<file path="src/rtl/serial_pkg.sv">
// rtl/serial_pkg.sv - shared state encoding and default word width for serial blocks
package serial_pkg;

  localparam int DEFAULT_WIDTH = 8;

  typedef enum logic {
    IDLE  = 1'b0,
    SHIFT = 1'b1
  } state_e;

endpackage

</file>
<file path="src/rtl/piso_serializer.sv">
// rtl/piso_serializer.sv - parallel-in serial-out shifter with a one-word holding buffer
// Words queue in the holding register while the shifter drains; a held word follows the last bit with no gap.
module piso_serializer
  import serial_pkg::*;
#(
  parameter int WIDTH     = DEFAULT_WIDTH,
  parameter bit MSB_FIRST = 1'b1
) (
  input  logic             clk,
  input  logic             reset,
  input  logic [WIDTH-1:0] data_in,
  input  logic             load_valid,
  output logic             load_ready,
  input  logic             shift_en,
  output logic             ser_out,
  output logic             ser_valid,
  output logic             word_done,
  output logic             busy
);

  localparam int               CNT_W    = $clog2(WIDTH);
  localparam logic [CNT_W-1:0] LAST_CNT = CNT_W'(WIDTH - 1);

  function automatic logic head_bit(input logic [WIDTH-1:0] w);
    return MSB_FIRST ? w[WIDTH-1] : w[0];
  endfunction

  function automatic logic [WIDTH-1:0] drop_head(input logic [WIDTH-1:0] w);
    return MSB_FIRST ? {w[WIDTH-2:0], 1'b0} : {1'b0, w[WIDTH-1:1]};
  endfunction

  state_e           state_q, state_d;
  logic             hold_full_q, hold_full_d;
  logic [WIDTH-1:0] hold_q, hold_d;
  logic [WIDTH-1:0] shift_q, shift_d;
  logic [CNT_W-1:0] bit_cnt_q, bit_cnt_d;
  logic             ser_out_q, ser_out_d;
  logic             ser_valid_q, ser_valid_d;
  logic             word_done_q, word_done_d;
  logic             busy_q, busy_d;
  logic             accept;
  logic             start;

  // load_ready comes straight from a flop, so accept never races a transfer
  assign accept = load_valid && !hold_full_q;

  always_comb begin
    state_d     = state_q;
    hold_full_d = hold_full_q;
    hold_d      = hold_q;
    shift_d     = shift_q;
    bit_cnt_d   = bit_cnt_q;
    ser_out_d   = ser_out_q;
    ser_valid_d = ser_valid_q;
    word_done_d = 1'b0;
    start       = 1'b0;

    if (accept) begin
      hold_d      = data_in;
      hold_full_d = 1'b1;
    end

    case (state_q)
      IDLE: begin
        if (hold_full_q) begin
          start = 1'b1;
        end
      end
      SHIFT: begin
        if (shift_en) begin
          if (bit_cnt_q == '0) begin
            word_done_d = 1'b1;
            if (hold_full_q) begin
              start = 1'b1;
            end else begin
              state_d     = IDLE;
              ser_out_d   = 1'b0;
              ser_valid_d = 1'b0;
              shift_d     = '0;
            end
          end else begin
            ser_out_d = head_bit(shift_q);
            shift_d   = drop_head(shift_q);
            bit_cnt_d = bit_cnt_q - 1'b1;
          end
        end
      end
      default: begin
        state_d = IDLE;
      end
    endcase

    if (start) begin
      hold_full_d = 1'b0;
      shift_d     = drop_head(hold_q);
      ser_out_d   = head_bit(hold_q);
      ser_valid_d = 1'b1;
      bit_cnt_d   = LAST_CNT;
      state_d     = SHIFT;
    end

    busy_d = hold_full_d || (state_d == SHIFT);
  end

  always_ff @(posedge clk or posedge reset) begin
    if (reset) begin
      state_q     <= IDLE;
      hold_full_q <= 1'b0;
      hold_q      <= '0;
      shift_q     <= '0;
      bit_cnt_q   <= '0;
      ser_out_q   <= 1'b0;
      ser_valid_q <= 1'b0;
      word_done_q <= 1'b0;
      busy_q      <= 1'b0;
    end else begin
      state_q     <= state_d;
      hold_full_q <= hold_full_d;
      hold_q      <= hold_d;
      shift_q     <= shift_d;
      bit_cnt_q   <= bit_cnt_d;
      ser_out_q   <= ser_out_d;
      ser_valid_q <= ser_valid_d;
      word_done_q <= word_done_d;
      busy_q      <= busy_d;
    end
  end

  assign load_ready = ~hold_full_q;
  assign ser_out    = ser_out_q;
  assign ser_valid  = ser_valid_q;
  assign word_done  = word_done_q;
  assign busy       = busy_q;

endmodule

</file>
<file path="config.mk">
export PLATFORM = sky130hd
export DESIGN_NAME = piso_serializer
export DESIGN_NICKNAME = d
export VERILOG_FILES = /design/src/rtl/serial_pkg.sv /design/src/rtl/piso_serializer.sv
export SDC_FILE = /design/constraint.sdc
export NUM_CORES = 1
export LEC_CHECK = 0
export BUFFER_PORTS_ARGS = -buffer_cell sky130_fd_sc_hd__buf_4
export CAP_MARGIN = 20
export CORE_AREA = 4 4 56 78
export CTS_BUF_LIST = sky130_fd_sc_hd__clkbuf_8
export CTS_CLUSTER_SIZE = 40
export DETAILED_ROUTE_END_ITERATION = 10
export DIE_AREA = 0 0 60 82
export HOLD_SLACK_MARGIN = 0.15
export MAX_ROUTING_LAYER = met4
export PLACE_DENSITY_LB_ADDON = 0.15
export SLEW_MARGIN = 20
export SYNTH_ARGS = -nofsm -noshare
export SYNTH_HDL_FRONTEND = slang
export SYNTH_SLANG_ARGS = --single-unit
export TNS_END_PERCENT = 100
</file>
<file path="constraint.sdc">
create_clock -name clk -period 1.8 [get_ports clk]
set_clock_uncertainty 0.05 [all_clocks]
set_input_delay 0.18 -clock clk [delete_from_list [all_inputs] [get_ports clk]]
set_output_delay 0.18 -clock clk [all_outputs]
set_load 0.01 [all_outputs]
</file>
==> reports/results.txt, run 1 <==
Status = finished clean
Synth Net Count = 106
Largest net degree at the start of global routing = 25
Num CTS Buffers = 3
Worst reg2reg path depth = 6
Clock root cell = clkbuf_8
Largest delay share family, worst path = compound AO/OA/AOI/OAI gates
Die H = 82 um
Port buffer count = 16
1st-iter DRT viols = 29
Commonest non-fill, non-tap cell in the layout = dfrtp_1
EDFF count, synth = 0
Critical Path Stages = 6
Area Overhead vs Synth = 28.50%
Max Cap Viol = 0
Overflow after GRT = 0
Crit path max-delay cell type = dfrtp_1
Die area = 4920 sq um
End of the critical path = shift_q[7]
Placed Cells = 149
Max Buffers Root-to-Sink = 2
Most frequent cells in the layout = 24 x dfrtp_1, 18 x buf_4, 11 x a21oi_1
Total clock sinks = 24
Yosys synthesis warning count = 0
Layout cell share with drive strength beyond 1 = 0.2833
Power density over the cells = 1225 nW/um^2
Sum of buffers and inverters on the critical path = 1
Dpl hpwl = 1495 um
Detailed Routing Iterations Pass 1 = 4
Ys flop type = dfrtp_1
Hold buffer count at cts = 10
DRC violations left = 0
Antenna Nets Post-Route = 0
Leak = 0.6155 nW
Crit Reg-Reg Endpoint = shift_q[7]
Max Fclk = 650.9 MHz
Initial Util = 0.2940
Footprint of the multi-input gates = 420.4 sq um
TritonCTS clock tree = built
IO Pins = 17
CP Cell Sequence = inv_1 > ha_1 > nand3b_4 > a21oi_4 > a22oi_1 > a21oi_1
Maximum vdd drop = 615.3 uV
FF+latch area = 600.6 sq um
Post-route setup TNS = 0 ns
Antenna violations before repair = 0
Worst min path class = in2reg
#FFs+latches synth = 24
ANT cells = 0
Die W = 60 um
Required @ worst endpoint = 1.94 ns
Fin. max-slew vios = 0
Critical Path Fanout Max = 9
Slew HR = 0.7387
GP Congestion = 0.7392
Final Power = 1.687 mW
Post-Synthesis Cells = 92
Via count = 768
CTS resizes = 0
Post-route insts no fill = 162
Worst Setup Start Kind = flip-flop
First-pass GRT wire length = 3332 um
R2R Path Start = bit_cnt_q[0]
Core area = 3643 sq um
GRT Total Usage = 0.09608
Critical Path End Type = flip-flop
Final net count = 136
Hold Startpoint = shift_en
Asr flop ratio synth = 1.000
Final Hold Vio Count = 0
R2R Setup Slk = 0.26 ns
Final cycle utilization of the critical path = 0.8536
Synth cell types = 25
Number of fill cells in the layout = 366
Avg Synthesized Cell Area = 11.64 sq um
Drt wl/cell = 12.57 um
Actual slew at the worst max-slew pin = 0.3919 ns
CTS H-tree depth = 1
Mapped Area = 1071 sq um
Fin crit period = 1.536 ns
Crit Path Class = reg2reg
Vias per cell = 4.741
Setup violators final = 0
RSZ-0062 raised after global routing = false
Clock Latency Late Sink = 0.26 ns
Arrival time worst endpoint = 1.67 ns
Clk pin slew, worst setup/hold paths = 0.08 ns
Crit-path max cell delay = 0.39 ns
Seq/Total Area, Yosys = 0.5607
Vias in the first global route = 724
Total setup buffers inserted after CTS = 0
Routed WL = 2036 um
Cell Rows = 26
Start point of the critical path = bit_cnt_q[0]
[tightest hold or removal path, cell delays in order]
cell      delay, ns
buf_4          0.13
nand3b_4       0.09
o22a_1         0.11
[metrics by stage]
step	worst slack (ns)	util	instance area, sq um	hold slack (ns)
3_3_place_gp	0.2992	0.3389	1235	0.2016
6_report	0.2636	0.3777	1376	0.2303
3_5_place_dp	0.2572	0.3389	1235	0.2030
2_1_floorplan	0.3821	-	1071	0.1446
4_1_cts	0.2494	0.3777	1376	0.2258
5_1_grt	0.08617	0.3777	1376	0.2241
[sequential cells by signal, indices dropped and copies added, names as in the netlist]
register	cells
busy	1
ser_out	1
word_done	1
hold_q	8
bit_cnt_q	3
hold_full_q	1
ser_valid	1
state_q	1
shift_q	7
[synthesized netlist by cell type (2+ instances only)]
library cell / count / area share
a21oi_1: 11 / 0.051
a22oi_1: 7 / 0.049
nand2_1: 5 / 0.018
nor2b_1: 2 / 0.012
mux2_2: 8 / 0.084
o22a_1: 2 / 0.016
dfrtp_1: 24 / 0.56
o21ai_0: 2 / 0.0093
inv_1: 6 / 0.021
nor2_1: 8 / 0.028
o21a_1: 2 / 0.014
ha_1: 2 / 0.023
[routing by layer]
layer / GRT usage / up-vias / part of all wire
met5: - / - / 0
met2: 0.1472 / 14 / 0.50
met3: 0.02044 / 5 / 0.044
met4: 0.05987 / 0 / 0.027
li1: - / 378 / -
met1: 0.1128 / 371 / 0.43
[cell families (layout without fill, tap and decap cells)]
| family | count (synthesis) | count (layout) | synth area share |
|---|---|---|---|
| simple gates | 20 | 20 | 0.09932 |
| mux | 8 | 8 | 0.08412 |
| compound gates | 28 | 28 | 0.1858 |
| fa+ha+maj | 2 | 2 | 0.02336 |
| buf+inv | 10 | 38 | 0.04672 |
| flops | 24 | 24 | 0.5608 |
[cell type report]
cell class,count,area share
Multi-Input combinational cell,58,0.3055
Tap cell,42,0.03818
Sequential cell,24,0.4364
Timing Repair Buffer,28,0.1709
Clock buffer,3,0.03000
Inverter,7,0.01909
[where the power goes]
part	switching [mW]	internal (mW)	total (mW)
Sequential	0.131	0.736	0.867
Combinational	0.224	0.290	0.514
Clock	0.156	0.149	0.305
Total	0.511	1.18	1.69
[worst min path at each step]
| stage | slack, ns | to | cells past startpoint |
|---|---|---|---|
| finish | 0.23 | ser_valid | 3 |
| global route | 0.22 | ser_valid | 3 |
| CTS | 0.23 | ser_valid | 3 |
| detailed placement | 0.20 | hold_q[6] | 3 |
| global placement | 0.20 | hold_q[7] | 3 |
| floorplan | 0.14 | bit_cnt_q[0] | 1 |
Power figures use the tool's default switching activity.
==> inputs of run 2 (changes only) <==
CORE_AREA = 4 4 42 59   (was 4 4 56 78)
CTS_CLUSTER_SIZE = 24   (was 40)
DIE_AREA = 0 0 46 63   (was 0 0 60 82)
PLACE_DENSITY_LB_ADDON = 0.12   (was 0.15)
==> reports/results.txt, run 2 (synthesized netlist as in run 1, its figures left out) <==
Start point of the critical path = bit_cnt_q[0]
Leak = 0.6155 nW (unchanged)
Max Buffers Root-to-Sink = 2 (unchanged)
IO Pins = 17 (unchanged)
Clock Latency Late Sink = 0.26 ns (about the same)
Die area = 2898 sq um (-41%)
Num CTS Buffers = 3 (unchanged)
Setup violators final = 0 (unchanged)
Vias in the first global route = 756 (+4.4%)
Via count = 750 (-2.3%)
Core area = 1949 sq um (-46%)
RSZ-0062 raised after global routing = false
R2R Setup Slk = 0.23 ns (-0.04 ns)
DRC violations left = 0 (unchanged)
Post-route setup TNS = 0 ns (unchanged)
First-pass GRT wire length = 3374 um (+1.3%)
Crit-path max cell delay = 0.39 ns (about the same)
1st-iter DRT viols = 11 (-62%)
Largest Register = hold_q
Drt wl/cell = 13.38 um (+6.5%)
Footprint of the multi-input gates = 420.4 sq um (unchanged)
Antenna violations before repair = 0 (unchanged)
Total clock sinks = 24 (unchanged)
CTS H-tree depth = 1 (unchanged)
Max Fclk = 635.5 MHz (-2.4%)
Antenna Nets Post-Route = 0 (unchanged)
Final Cell Area = 1350 sq um (-1.9%)
GP Congestion = 0.8102 (+9.6%)
Port buffer count = 16 (unchanged)
CP Cell Sequence = inv_1 > ha_1 > nand2b_1 > o21a_1 > a22oi_1 > a21oi_1
Max Cap Viol = 0 (unchanged)
Required @ worst endpoint = 1.88 ns (-0.06 ns)
Clk pin slew, worst setup/hold paths = 0.08 ns (about the same)
Most frequent cells in the layout = 24 x dfrtp_1, 18 x buf_4, 11 x a21oi_1
TritonCTS clock tree = built
Power density over the cells = 1245 nW/um^2 (+1.6%)
Critical Path Stages = 6 (unchanged)
Overflow after GRT = 0 (unchanged)
Status = finished clean
Worst Setup Start Kind = flip-flop
Placed Area = 1209 sq um (-2.1%)
Vias per cell = 5.319 (+12%)
Critical Path End Type = flip-flop
Dpl hpwl = 1313 um (-12%)
Post-route insts no fill = 141 (-13%)
Top flop regs = hold_q: 8 flops, shift_q: 7 flops, bit_cnt_q: 3 flops
Worst reg2reg path depth = 6 (unchanged)
Placed Cells = 128 (-14%)
Routed WL = 1887 um (-7.3%)
Final Hold Vio Count = 0 (unchanged)
Cell Rows = 19 (-27%)
Initial Util = 0.5494 (+0.2555)
Commonest non-fill, non-tap cell in the layout = dfrtp_1
Final net count = 136 (unchanged)
Die W = 46 um (-23%)
Fin. max-slew vios = 0 (unchanged)
Largest net degree at the start of global routing = 25 (unchanged)
Maximum vdd drop = 703.7 uV (+14%)
Worst min path class = in2reg
GRT Total Usage = 0.1614 (+0.06532)
Actual slew at the worst max-slew pin = 0.4065 ns (+0.01462 ns)
FF+latch area = 600.6 sq um (unchanged)
Crit path max-delay cell type = dfrtp_1
Final cycle utilization of the critical path = 0.8742 (+0.02065)
CTS resizes = 0 (unchanged)
Clock root cell = clkbuf_8
R2R Path Start = bit_cnt_q[0]
Critical Path Fanout Max = 7 (-2)
Layout cell share with drive strength beyond 1 = 0.2833 (unchanged)
Die H = 63 um (-23%)
Largest delay share family, worst path = compound AO/OA/AOI/OAI gates
Fin crit period = 1.574 ns (+0.03717 ns)
Max FFs per register = 8 (unchanged)
Slew HR = 0.7290 (-0.009748)
End of the critical path = shift_q[3]
Crit Reg-Reg Endpoint = shift_q[3]
ANT cells = 0 (unchanged)
Crit Path Class = reg2reg
Sum of buffers and inverters on the critical path = 1 (unchanged)
Number of fill cells in the layout = 164 (-55%)
Arrival time worst endpoint = 1.65 ns (-0.02 ns)
Area Overhead vs Synth = 26.05%
Detailed Routing Iterations Pass 1 = 4 (unchanged)
run 2: cell counts in the layout (fill, tap and decap cells not counted):
No cell type changed its count.
run 2: metal layers:
metal	vias up	track usage	part of all wire	wire length (um)
met2	13	0.2466	0.52	979
met5	-	-	0	0
met1	356	0.2026	0.43	810
li1	377	-	-	-
met4	0	0.07473	0.019	36
met3	4	0.02594	0.032	61
run 2: area by class of cell:
class / count / share of cell area
Tap cell: 21 / 0.01946
Timing Repair Buffer: 28 / 0.1742
Sequential cell: 24 / 0.4449
Multi-Input combinational cell: 58 / 0.3114
Inverter: 7 / 0.01946
Clock buffer: 3 / 0.03058
run 2: what timing repair did:
| action | in CTS | in global routing |
|---|---|---|
| hold endpoints to repair | 33 | 0 |
| hold buffers | 10 | 0 |
| setup buffers | 0 | 0 |
run 2: worst min path at each step:
stage / startpoint / endpoint / slack (ns) / cells past startpoint
floorplan: reset / bit_cnt_q[0] / 0.14 / 1
global placement: reset / bit_cnt_q[0] / 0.20 / 3
detailed placement: reset / bit_cnt_q[1] / 0.20 / 3
CTS: shift_en / ser_valid / 0.23 / 3
global route: shift_en / ser_valid / 0.24 / 3
finish: shift_en / ser_valid / 0.23 / 3
run 2: where the power goes:
part	internal [mW]	leakage (nW)	switching (mW)	total, mW
Clock	0.149	0.0216	0.158	0.308
Combinational	0.290	0.325	0.224	0.514
Sequential	0.736	0.269	0.124	0.859
run 2: worst register-to-register path: stages, from the launching register on:
cell	delay, ns
dfrtp_1	0.39
inv_1	0.08
ha_1	0.27
nand2b_1	0.14
o21a_1	0.22
a22oi_1	0.19
a21oi_1	0.10
run 2: through the flow:
| stage | setup slack [ns] | total power [mW] | util | hold slack [ns] |
|---|---|---|---|---|
| final | 0.2264 | 1.681 | 0.6926 | 0.2333 |
| after floorplan | 0.3821 | 1.219 | - | 0.1446 |
| after CTS | 0.2100 | 1.698 | 0.6926 | 0.2260 |
| after global routing | 0.07611 | 1.797 | 0.6926 | 0.2353 |
| after detailed placement | 0.2207 | 1.371 | 0.6200 | 0.1976 |
| after global placement | 0.3178 | 1.350 | 0.6200 | 0.1954 |
==> inputs of run 3 (changes only) <==
GPL_TIMING_DRIVEN = 0   (was default)
==> reports/results.txt, run 3 (synthesized netlist as in run 1, its figures left out) <==
Total clock sinks = 24 (unchanged)
Top sig layer = met4
Critical Path End Type = flip-flop
Die H = 63 um (unchanged)
GP Congestion = 0.7543 (-6.9%)
M1 wire length = 848 um (+4.7%)
Hold Startpoint = shift_en
Clk pin slew, worst setup/hold paths = 0.08 ns (about the same)
Crit-path max cell delay = 0.40 ns (about the same)
GRT Total Usage = 0.1701 (+0.008713)
Arrival time worst endpoint = 1.73 ns (+0.08 ns)
Port buffer count = 16 (unchanged)
CTS resizes = 0 (unchanged)
Most frequent cells in the layout = 24 x dfrtp_1, 17 x buf_4, 11 x a21oi_1
Clock Latency Late Sink = 0.26 ns (about the same)
Layout cell share with drive strength beyond 1 = 0.2893 (+0.005923)
Fin crit period = 1.586 ns (+0.01286 ns)
Met2 wire length = 1039 um (+6.1%)
Max Buffers Root-to-Sink = 2 (unchanged)
Overflow after GRT = 0 (unchanged)
Area Overhead vs Synth = 26.87%
Actual slew at the worst max-slew pin = 0.8982 ns (+0.4917 ns)
Routed WL = 1984 um (+5.1%)
Worst min path class = in2reg
Final cycle utilization of the critical path = 0.8813 (+0.007142)
Worst reg2reg path depth = 6 (unchanged)
CP Cell Sequence = inv_1 > ha_1 > nand3b_4 > a21oi_4 > a22oi_1 > a21oi_1
R2R Path Start = bit_cnt_q[0]
Commonest non-fill, non-tap cell in the layout = dfrtp_1
Top flop regs = hold_q: 8 flops, shift_q: 7 flops, bit_cnt_q: 3 flops
DRC violations left = 0 (unchanged)
Final Hold Vio Count = 0 (unchanged)
Fin. max-slew vios = 0 (unchanged)
Detailed Routing Iterations Pass 1 = 3 (-1)
Slew HR = 0.4005 (-0.3284)
Crit path max-delay cell type = dfrtp_1
Largest net degree at the start of global routing = 25 (unchanged)
Via count = 748 (-0.27%)
Largest Register = hold_q
1st-iter DRT viols = 16 (+5)
Crit Path Class = reg2reg
Post-route setup TNS = 0 ns (unchanged)
Fin Hold WS = 0.2371 ns (+0.003732 ns)
Num CTS Buffers = 3 (unchanged)
Post-route insts no fill = 142 (+0.71%)
Leak = 0.6209 nW (+0.87%)
Worst Setup Start Kind = flip-flop
Maximum vdd drop = 821.6 uV (+17%)
ANT cells = 0 (unchanged)
Final net count = 137 (+0.74%)
Placed Cells = 129 (+0.78%)
Setup violators final = 0 (unchanged)
Core area = 1949 sq um (unchanged)
First-pass GRT wire length = 3491 um (+3.5%)
Clock root cell = clkbuf_8
TritonCTS clock tree = built
Cell Rows = 19 (unchanged)
Critical Path Fanout Max = 9 (+2)
RSZ-0062 raised after global routing = false
Wire length on met3 = 51 um (-16%)
Required @ worst endpoint = 1.94 ns (+0.06 ns)
Max Fclk = 630.3 MHz (-0.81%)
Die W = 46 um (unchanged)
Antenna Nets Post-Route = 0 (unchanged)
Max FFs per register = 8 (unchanged)
Die area = 2898 sq um (unchanged)
Number of fill cells in the layout = 159 (-3.0%)
Max Cap Viol = 0 (unchanged)
IO Pins = 17 (unchanged)
Vias per cell = 5.268 (-0.97%)
Vias in the first global route = 813 (+7.5%)
Dpl hpwl = 1369 um (+4.2%)
CTS H-tree depth = 1 (unchanged)
Hold-critical path depth = 3 (unchanged)
Antenna violations before repair = 0 (unchanged)
Initial Util = 0.5494 (unchanged)
Drt wl/cell = 13.97 um (+4.4%)
Power density over the cells = 1237 nW/um^2 (-0.64%)
Status = finished clean
Start point of the critical path = bit_cnt_q[0]
==> run 3: worst paths after layout <==
kind / end / slack [ns]
setup / recovery: shift_q[4] / 0.21
hold / removal: ser_valid / 0.24
setup reg to reg: shift_q[4] / 0.21
hold reg to reg: shift_q[1] / 0.45
max in group asynchronous: hold_full_q / 0.53
min in group asynchronous: bit_cnt_q[0] / 0.62
==> run 3: area by class of cell <==
| class | count | area (sq um) | share of cell area |
|---|---|---|---|
| multi-input cells | 58 | 420.4 | 0.3094 |
| inverters | 7 | 26.28 | 0.01934 |
| plain buffers | 3 | 23.77 | 0.01750 |
| clock buffers | 3 | 41.29 | 0.03039 |
| flip-flops and latches | 24 | 600.6 | 0.4420 |
| repair buffers | 26 | 220.2 | 0.1621 |
| well taps | 21 | 26.28 | 0.01934 |
==> run 3: per-layer routing <==
metal  up-vias  GRT usage
li1        374          -
met1       357     0.2011
met2        12     0.2690
met3         5    0.02594
met4         0    0.08541
met5         -          -
==> run 3: where the power goes <==
part           internal, mW  switching, mW  total [mW]  leakage [nW]
Combinational         0.290          0.229       0.519         0.330
Sequential            0.736          0.117       0.852         0.269
Clock                 0.150          0.160       0.309        0.0216
Total                  1.18          0.506        1.68         0.621
==> run 3: timing repair <==
item	CTS	global route
hold buffers	10	0
endpoints found under the hold margin	33	0
setup buffers	0	0
==> run 3: through the flow <==
step	power, mW	cell area (sq um)	util	worst slack (ns)
after floorplan	1.219	1071	-	0.3821
after global placement	1.345	1217	0.6245	0.2708
after detailed placement	1.374	1217	0.6245	0.2300
after CTS	1.700	1359	0.6970	0.2045
after global routing	1.807	1359	0.6970	0.09990
final	1.681	1359	0.6970	0.2136
==> run 3: critical path: cells and delay by family, from the launching register on <==
| family | cells | cell delay, ns |
|---|---|---|
| compound gates | 3 | 0.60 |
| flops | 1 | 0.40 |
| simple gates | 1 | 0.12 |
| fa+ha+maj | 1 | 0.26 |
| buf+inv | 1 | 0.08 |
